--- config.mk ---
export PLATFORM = sky130hd
export DESIGN_NAME = pulse_width_capture
export DESIGN_NICKNAME = d
export VERILOG_FILES = /design/src/rtl/pulse_meas_pkg.sv /design/src/rtl/sync_edge_detect.sv /design/src/rtl/pulse_width_capture.sv
export SDC_FILE = /design/constraint.sdc
export NUM_CORES = 1
export LEC_CHECK = 0
export BUFFER_PORTS_ARGS = -buffer_cell sky130_fd_sc_hd__buf_4
export CAP_MARGIN = 20
export CORE_AREA = 2 2 60 62
export DETAILED_ROUTE_END_ITERATION = 10
export DIE_AREA = 0 0 62 64
export PLACE_DENSITY_LB_ADDON = 0.12
export SLEW_MARGIN = 20
export SYNTH_ARGS = -nofsm -noshare
export SYNTH_HDL_FRONTEND = slang
export SYNTH_SLANG_ARGS = --single-unit
--- constraint.sdc ---
create_clock -name clk -period 1.9 [get_ports clk]
set_input_delay 0.38 -clock clk [delete_from_list [all_inputs] [get_ports clk]]
set_output_delay 0.38 -clock clk [all_outputs]
set_load 0.1 [all_outputs]
--- src/rtl/pulse_meas_pkg.sv ---
// Shared definitions for the pulse timing path (single-shot generator and width capture).
// Both blocks use the same default width so generated and measured tick counts compare directly.
package pulse_meas_pkg;

    localparam int PMEAS_N_DEFAULT = 8;

    typedef logic [1:0] state_t;

    localparam state_t IDLE    = 2'd0;
    localparam state_t ARMED   = 2'd1;
    localparam state_t MEASURE = 2'd2;
    localparam state_t DONE    = 2'd3;

endpackage

--- src/rtl/sync_edge_detect.sv ---
// Multi-flop synchroniser for an asynchronous input, followed by a previous-sample flop
// that yields single-cycle rise/fall strobes on the synchronised signal.
module sync_edge_detect #(
    parameter int SYNC_STAGES = 2
) (
    input  logic clk,
    input  logic rst_n,
    input  logic i_sig,
    output logic o_sig_s,
    output logic o_rise,
    output logic o_fall
);

    logic [SYNC_STAGES-1:0] r_sync;
    logic                   r_prev;

    always_ff @(posedge clk or negedge rst_n) begin
        if (!rst_n) begin
            r_sync <= '0;
            r_prev <= 1'b0;
        end else begin
            r_sync <= {r_sync[SYNC_STAGES-2:0], i_sig};
            r_prev <= r_sync[SYNC_STAGES-1];
        end
    end

    assign o_sig_s = r_sync[SYNC_STAGES-1];
    assign o_rise  = o_sig_s & ~r_prev;
    assign o_fall  = ~o_sig_s & r_prev;

endmodule

--- src/rtl/pulse_width_capture.sv ---
// Measures how many time-base ticks an asynchronous pulse lasts and hands the result
// to the consumer through a valid/ack handshake, saturating at 2^N-1 with an overflow flag.
module pulse_width_capture
    import pulse_meas_pkg::*;
#(
    parameter int N           = PMEAS_N_DEFAULT,
    parameter int SYNC_STAGES = 2
) (
    input  logic         clk,
    input  logic         rst_n,
    input  logic         tick,
    input  logic         arm,
    input  logic         sig_in,
    input  logic         ack,
    output logic         busy,
    output logic         valid,
    output logic [N-1:0] width,
    output logic         overflow
);

    localparam logic [N-1:0] CNT_MAX = '1;

    state_t       r_state;
    state_t       w_next;
    logic         w_sig_s;
    logic         w_rise;
    logic         w_fall;
    logic         w_busy_next;
    logic         w_valid_next;
    logic [N-1:0] r_cnt;
    logic         r_ovf;
    logic         r_busy;
    logic         r_valid;
    logic [N-1:0] r_width;
    logic         r_overflow;

    sync_edge_detect #(
        .SYNC_STAGES (SYNC_STAGES)
    ) u_sync (
        .clk     (clk),
        .rst_n   (rst_n),
        .i_sig   (sig_in),
        .o_sig_s (w_sig_s),
        .o_rise  (w_rise),
        .o_fall  (w_fall)
    );

    always_ff @(posedge clk or negedge rst_n) begin
        if (!rst_n) begin
            r_state <= IDLE;
            r_busy  <= 1'b0;
            r_valid <= 1'b0;
        end else begin
            r_state <= w_next;
            r_busy  <= w_busy_next;
            r_valid <= w_valid_next;
        end
    end

    always_comb begin
        w_next = r_state;
        case (r_state)
            IDLE:    if (arm)    w_next = ARMED;
            ARMED:   if (w_rise) w_next = MEASURE;
            MEASURE: if (w_fall) w_next = DONE;
            DONE:    if (ack)    w_next = IDLE;
            default:             w_next = IDLE;
        endcase
    end

    // Flags are computed from the next state so busy/valid come straight off flops.
    always_comb begin
        w_busy_next  = (w_next == ARMED) || (w_next == MEASURE);
        w_valid_next = (w_next == DONE);
    end

    // A tick on the fall cycle is excluded because sig_s is already low there.
    always_ff @(posedge clk or negedge rst_n) begin
        if (!rst_n) begin
            r_cnt      <= '0;
            r_ovf      <= 1'b0;
            r_width    <= '0;
            r_overflow <= 1'b0;
        end else begin
            case (r_state)
                IDLE: begin
                    if (arm) begin
                        r_cnt <= '0;
                        r_ovf <= 1'b0;
                    end
                end
                ARMED: begin
                    if (w_rise) begin
                        r_cnt <= N'(tick);
                        r_ovf <= 1'b0;
                    end
                end
                MEASURE: begin
                    if (w_fall) begin
                        r_width    <= r_cnt;
                        r_overflow <= r_ovf;
                    end else if (tick && w_sig_s) begin
                        if (r_cnt == CNT_MAX) begin
                            r_ovf <= 1'b1;
                        end else begin
                            r_cnt <= r_cnt + N'(1);
                        end
                    end
                end
                default: begin
                end
            endcase
        end
    end

    assign busy     = r_busy;
    assign valid    = r_valid;
    assign width    = r_width;
    assign overflow = r_overflow;

endmodule

==> summary.md, run 1 <==
| Metric | Value |
|---|---|
| Final routed wirelength across all metal layers | 2630 um |
| Maximum frequency from static timing analysis | 521 MHz |
| Comb power frac | 0.531 |
| Worst relative slew slack | 0.784 |
| Insertion delay to the later sink of the worst-skew pair | 310 ps |
| Synth Area in Adders | 0.0592 |
| Clock-pin transition on the worst setup and hold timing paths | 130 ps |
| Avg Cell Area, Syn | 11.0 um2 |
| Count of port buffers added during placement | 16 |
| Overall power consumption | 1.90 mW |
| Layer with the highest usage | met1 |
| Path type of the worst min-delay path | in2reg |
| Count of nets left with antenna violations after detail routing | 0 |
| Setup WS post-layout | -19.1 ps |
| Area share of the leading cell type in the synthesized netlist | 0.494 |
| Simple-gate share of the synthesized area | 0.166 |
| Number of global-route vias before repair | 1012 |
| Area taken by flip-flops and latches | 627 um2 |
| FF+latch count, synth | 25 |
| Initial antenna violation count | 0 |
| Final-layout setup total negative slack | -19.1 ps |
| RSZ-0062 raised after global routing | true |
| GR Layer Usage met2 | 0.223 |
| HPWL after detailed placement | 1870 um |
| Effective utilization at floorplan | 0.386 |
| Max_cap viols | 0 |
| Top cell types by occurrence after synthesis | 25 x dfrtp_1, 7 x a21oi_1, 7 x nand2_1 |
| Kind of start point of the critical path | flip-flop |
| TritonCTS buffer count | 3 |
| Remaining global-route overflow | 0 |
| Drt pass-1 iters | 4 |
| Number of standard cells in the layout, taps in and fillers out | 187 |
| Proportion of power drawn by flip-flops and latches | 0.346 |
| Count of final setup violators | 1 |
| Combinational family with the most area after synthesis | simple AND/OR/NAND/NOR gates |
| Drt via density | 5.13 |
| P per Cell Area | 1210 nW/um2 |
| Total vias in the final route | 959 |
| Post-Synthesis Cells | 115 |
| Result of the run | finished with violations |
| Net count reported at finish | 154 |
| GRT Resource Usage Total | 0.158 |
| Buffer levels on the longest clock path | 2 |
| Synthesized cell area | 1270 um2 |
| Post-synthesis mux area share | 0.0800 |
| Synth async-reset ratio | 1.00 |
| Post-detailed-placement cell area | 1470 um2 |
| H-Tree Depth | 1 |
| Violated checks | setup timing |
| Slowest Stage Delay on Critical Path | 530 ps |
| Largest area contributor in the netlist | dfrtp_1 |
| Max Slew Vio Count | 0 |
| Area growth syn-to-layout | 24.1% |
| Top-level port count | 17 |
| Final estimated routing congestion in global placement | 0.801 |
| Std-Cell Core Area | 3280 um2 |
| Worst-case vdd ir drop | 923 uV |
| Final Util | 0.479 |
| Clock period minus worst slack | 1920 ps |
| Netlist cell types | 37 |
| Fraction of layout instances using a drive strength above 1 | 0.319 |
| Arrival time at the worst endpoint | 2180 ps |
| Share of synthesized area occupied by flip-flops and latches | 0.494 |
| Crit-path cells | inv_2 -> ha_4 -> a21boi_1 -> a2111o_1 -> or4_4 -> nand4_1 |
| Reg-to-reg startpoint | r_state[0] |
| Met3 track demand over resource | 0.0182 |
| Source of the critical timing path | r_state[0] |
| Part of the power in the clock network | 0.122 |
| Internal power | 1.06 mW |
| Pre-CTS setup slack | 4.90 ps |
| Area fraction in compound gates after synthesis | 0.161 |
| Classification of the worst setup path | reg2reg |
| Pin count of the biggest net entering global routing | 26 |
| Global routing usage on met1 | 0.245 |
| Antenna cells | 0 |
| Pin slew with the least headroom to its limit | 324 ps |
| Number of violations reported at the end of detailed-routing iteration 0 | 11 |
| Critical path required time | 2160 ps |
| Multi-input gate area | 631 um2 |
| Sink count of the clock tree | 25 |
| Synth Net Count | 127 |
| Slowest-stage cell, CP | or4_4 |
| Largest cells by area after synthesis | dfrtp_1 49%, ha_1 5.9%, mux2_2 5.3% |
| Synthesis Warnings | 0 |
| Total DRC errors in the routed layout | 0 |
| Net switching component of the power | 842 uW |
| Post-route cell area | 1570 um2 |
| Static leakage | 0.735 nW |
| Die outline area | 3970 um2 |
| Final worst clock skew | 6.08 ps |
| Predominant post-synthesis flop cell | dfrtp_1 |
| Number of inserted filler cells in the final layout | 328 |
| Post-detailed-route wirelength per cell | 14.1 um |
| Inst Count DP | 179 |
| Final clock period utilization by the worst path | 1.01 |
| Number of core rows | 21 |
| Net switching fraction of the power | 0.442 |
| Endpoint type of the worst setup path | flip-flop |
| Number of flops mapped to enable cells by yosys | 0 |
| Die outline width | 62 um |
| Global-route wire length before repair | 4770 um |
| Maximum fanout along the worst path | 5 |
| Final hold viol count | 0 |
| Chip Height | 64 um |
| Synth Area in XOR/XNOR | 0 |
| Worst min-delay path startpoint | sig_in |
| CTS tree | built |
| Min Hold Slack | 166 ps |
| Most frequent cell after synthesis | dfrtp_1 |
| Root Buffer | clkbuf_4 |
power by group through the flow:
stage / clock network (mW) / registers, mW / logic, mW
global route: 0.277 / 0.671 / 1.10
finish: 0.233 / 0.660 / 1.01
global placement: 0 / 0.660 / 0.898
floorplan: 0 / 0.904 / 0.398
CTS: 0.253 / 0.652 / 0.925
detailed placement: 0 / 0.663 / 0.900
timing repair:
| action | 4_1_cts | 5_1_grt |
|---|---|---|
| resized for setup | 2 | 12 |
| pin swaps | 2 | 7 |
| endpoints found under the setup margin | 4 | 5 |
| gates cloned | 0 | 0 |
| endpoints found under the hold margin | 25 | 0 |
| hold buffers | 1 | 0 |
| buffers inserted | 1 | 2 |
layout make-up:
cell class	count	area share
repair buffers	27	0.135
clock buffers	4	0.0167
flip-flops and latches	25	0.399
inverters	5	0.0119
well taps	46	0.0366
multi-input cells	80	0.401
state kept, by name, summed over array words and instances, names as in the netlist:
name and flops:
r_cnt 8, busy 1, r_state 2, width 8, u_sync.r_sync 2, r_ovf 1, valid 1, u_sync.r_prev 1
overflow 1
metal layers:
layer | up-vias | part of all wire | wire length, um
met5 | - | 0 | 0
met4 | 0 | 0.0076 | 20
met3 | 2 | 0.023 | 60
met2 | 15 | 0.47 | 1240
met1 | 465 | 0.50 | 1310
li1 | 477 | - | -
logic make-up (layout without fill, tap and decap cells):
logic type	count (synthesis)	in the layout
flip-flops	25	25
AO/OA/AOI/OAI	28	28
buffers and inverters	10	36
AND/OR/NAND/NOR	37	37
multiplexers	9	9
adder cells (fa/ha/maj)	6	6
path summary, 6_finish.rpt:
path                               endpoint  cells after the start  slack [ps]
hold reg to reg            u_sync.r_sync[1]                      0         370
max in group asynchronous        r_state[1]                      2        1140
setup / recovery                   r_cnt[7]                      6         -20
hold / removal             u_sync.r_sync[0]                      1         170
min in group asynchronous          r_cnt[7]                      2         500
setup reg to reg                   r_cnt[7]                      6         -20
cells in the final DEF, fill, tap and decap left out, drive strengths merged:
cell / netlist / routed
a2111o: 1 / 1
a211oi: 1 / 1
a21boi: 1 / 1
a21o: 1 / 1
a21oi: 7 / 7
a22oi: 2 / 2
a2bb2oi: 3 / 3
and2: 2 / 2
and3: 3 / 3
buf: 2 / 26
clkbuf: 2 / 4
dfrtp: 25 / 25
dlygate4sd3: 0 / 1
ha: 6 / 6
inv: 5 / 5
mux2: 9 / 9
nand2: 7 / 7
nand2b: 3 / 3
nand3: 5 / 5
nand3b: 2 / 2
nand4: 5 / 5
nand4b: 2 / 2
nor2: 3 / 3
nor2b: 1 / 1
o2111ai: 1 / 1
o211ai: 2 / 2
o21ai: 4 / 4
o22a: 1 / 1
o22ai: 1 / 1
o32a: 1 / 1
o41ai: 2 / 2
or2: 2 / 2
or4: 2 / 2
critical path, delay by kind of cell (launching register included):
family	cells	cell delay, ps
simple gates	2	630
buf+inv	1	80
fa+ha+maj	1	160
flops	1	450
compound gates	2	550
(Power assumes the default switching activity.)
==> inputs of run 2 (changes only) <==
Clock period 1.9 ns to 2.4 ns, I/O delays scaled along.
==> run 2 against run 1 <==
The run now ends clean. Critical path depth unchanged. First-iteration DRC count grew to 6.5 times the previous value. Hold slack worse by 130 ps. Sequential power is 22% lower. Cell count decreased by 4.3%. Power down 29%. Die area did not move. Sequential cell count stayed put. Register-to-register slack gained 320 ps. Global-route usage is 0.77 points lower. Critical endpoint is now r_cnt[5]. Largest cell class is now sequential cells.
==> summary.md, run 2 (synthesis gave the netlist of run 1 again) <==
| Metric | Value |
|---|---|
| Result of the run | completed |
| Number of core rows | 21 (unchanged) |
| Count of port buffers added during placement | 16 (unchanged) |
| Pin count of the biggest net entering global routing | 26 (unchanged) |
| Count of buffers added by post-CTS timing repair for setup | 0 (-1) |
| Total vias in the final route | 969 (+1.0%) |
| Die outline width | 62 um (unchanged) |
| Remaining global-route overflow | 0 (unchanged) |
| Setup WS post-layout | 302 ps (+321 ps) |
| Count of final setup violators | 0 (-1) |
| Clock period minus worst slack | 2100 ps (+179 ps) |
| Pin slew with the least headroom to its limit | 344 ps (+20.5 ps) |
| Number of cells on the worst reg-to-reg path | 6 (unchanged) |
| Arrival time at the worst endpoint | 2300 ps (+120 ps) |
| Final clock period utilization by the worst path | 0.874 (-0.136) |
| Met1 WL | 1210 um (-7.3%) |
| Sink count of the clock tree | 25 (unchanged) |
| H-Tree Depth | 1 (unchanged) |
| Met2 wire length | 1170 um (-6.0%) |
| Comb power frac | 0.481 (-0.050) |
| Inst Count DP | 175 (-2.2%) |
| Total DRC errors in the routed layout | 0 (unchanged) |
| Proportion of power drawn by flip-flops and latches | 0.380 (+0.034) |
| GRT Resource Usage Total | 0.150 (-0.00768) |
| Std-Cell Core Area | 3280 um2 (unchanged) |
| Post-detailed-route wirelength per cell | 14.1 um (+0.42%) |
| Count of nets left with antenna violations after detail routing | 0 (unchanged) |
| Final-layout setup total negative slack | 0 ps (+19.1 ps) |
| TritonCTS buffer count | 3 (unchanged) |
| Detailed-routed wire length on met3 | 99 um (+65%) |
| P per Cell Area | 931 nW/um2 (-23%) |
| Die outline area | 3970 um2 (unchanged) |
| Static leakage | 0.695 nW (-5.5%) |
| Number of global-route vias before repair | 925 (-8.6%) |
| Net switching fraction of the power | 0.457 (+0.0151) |
| Internal power | 738 uW (-31%) |
| Most common cell after layout, fill and taps aside | dfrtp_1 |
| Effective utilization at floorplan | 0.386 (unchanged) |
| Number of violations reported at the end of detailed-routing iteration 0 | 71 (+60) |
| Initial antenna violation count | 0 (unchanged) |
| Global-route wire length before repair | 4370 um (-8.4%) |
| Final hold viol count | 0 (unchanged) |
| Hold buffer count at CTS | 0 (-1) |
| CTS tree | built |
| Critical path required time | 2610 ps (+450 ps) |
| Root Buffer | clkbuf_4 |
| Most used cells in the layout excluding fill and tap cells | 25 x dfrtp_1, 19 x buf_4, 7 x a21oi_1, 7 x nand2_1 |
| Drt pass-1 iters | 4 (unchanged) |
| Final routed wirelength across all metal layers | 2530 um (-3.9%) |
| HPWL after detailed placement | 1800 um (-4.1%) |
| Number of gates resized after CTS | 0 (-2) |
| Classification of the worst setup path | reg2reg |
| Antenna cells | 0 (unchanged) |
| Cell family with the largest share of critical-path delay | compound AO/OA/AOI/OAI gates |
| Pre-CTS setup slack | 341 ps (+336 ps) |
| RSZ-0062 raised after global routing | false |
| Number of buffer and inverter instances along the worst setup path | 2 (+1) |
| Slowest-stage cell, CP | a2111o_1 |
| Insertion delay to the later sink of the worst-skew pair | 320 ps (about the same) |
| Crit-path cells | inv_1 -> ha_1 -> a21boi_1 -> a2111o_1 -> buf_4 -> o41ai_1 |
| Part of the power in the clock network | 0.139 (+0.017) |
| Fraction of layout instances using a drive strength above 1 | 0.218 (-0.101) |
| Clock-pin transition on the worst setup and hold timing paths | 120 ps (about the same) |
| Drt via density | 5.41 (+5.6%) |
| Endpoint type of the worst setup path | flip-flop |
| Max_cap viols | 0 (unchanged) |
| Maximum fanout along the worst path | 11 (+6) |
| WP depth | 6 (unchanged) |
| Net switching component of the power | 622 uW (-26%) |
| Kind of start point of the critical path | flip-flop |
| Min Hold Slack | 32.6 ps (-134 ps) |
| Top-level port count | 17 (unchanged) |
| Worst relative slew slack | 0.767 (-0.0167) |
| Worst-case vdd ir drop | 428 uV (-54%) |
| Net count reported at finish | 146 (-5.2%) |
| Final estimated routing congestion in global placement | 0.837 (+4.5%) |
| Path type of the worst min-delay path | in2async |
| Buffer levels on the longest clock path | 2 (unchanged) |
| Maximum frequency from static timing analysis | 477 MHz (-8.5%) |
| Topmost layer with routed signal wires | met4 |
| Chip Height | 64 um (unchanged) |
| Max Slew Vio Count | 0 (unchanged) |
| Area growth syn-to-layout | 15.3% |
| Slowest Stage Delay on Critical Path | 540 ps (about the same) |
| Final Util | 0.445 (-0.0339) |
| Number of standard cells in the layout, taps in and fillers out | 179 (-4.3%) |
| Final worst clock skew | 3.84 ps (-2.23 ps) |
==> run 2: cell types whose count changed in the layout (fill, tap and decap cells not counted), moves of 2 or more <==
| cell | change |
|---|---|
| ha_4 | -2 |
| inv_2 | -2 |
| ha_1 | +3 |
| buf_6 | -2 |
| buf_4 | -5 |
| inv_1 | +2 |
==> run 2: area by class of cell <==
| cell class | count | area, um2 |
|---|---|---|
| fill | 312 | 1820 |
| inverter | 5 | 18.8 |
| multi-input combinational | 80 | 591 |
| timing repair buffer | 19 | 143 |
| clock buffer | 4 | 26.3 |
| tap | 46 | 57.6 |
| sequential | 25 | 626 |
==> run 2: worst register-to-register path, stage by stage (launching register included) <==
cell and delay, ps:
dfrtp_1 420, inv_1 90, ha_1 210, a21boi_1 140, a2111o_1 540, buf_4 220, o41ai_1 370
==> run 2: path summary, 6_finish.rpt <==
check,from,end,slack (ps)
setup reg to reg,r_state[0],r_cnt[5],300
hold / removal,rst_n,u_sync.r_prev,30
max in group asynchronous,rst_n,r_cnt[4],2130
setup / recovery,r_state[0],r_cnt[5],300
min in group clk,sig_in,u_sync.r_sync[0],260
hold reg to reg,u_sync.r_sync[0],u_sync.r_sync[1],370
==> run 2: layer usage <==
layer,GRT usage,vias to the layer above
met4,0.0665,0
li1,-,463
met2,0.216,26
met5,0,-
met3,0.0304,8
met1,0.213,472
==> run 2: power by group through the flow <==
stage | sequential, mW | combinational [mW] | clock, mW
floorplan | 0.715 | 0.315 | 0
global placement | 0.521 | 0.652 | 0
detailed placement | 0.524 | 0.654 | 0
CTS | 0.516 | 0.659 | 0.196
global route | 0.524 | 0.720 | 0.221
finish | 0.517 | 0.654 | 0.189
==> run 2: through the flow <==
stage | power (mW) | instance area, um2
after floorplan | 1.03 | 1270
after global placement | 1.17 | 1440
after detailed placement | 1.18 | 1440
after CTS | 1.37 | 1460
after global routing | 1.47 | 1460
final | 1.36 | 1460
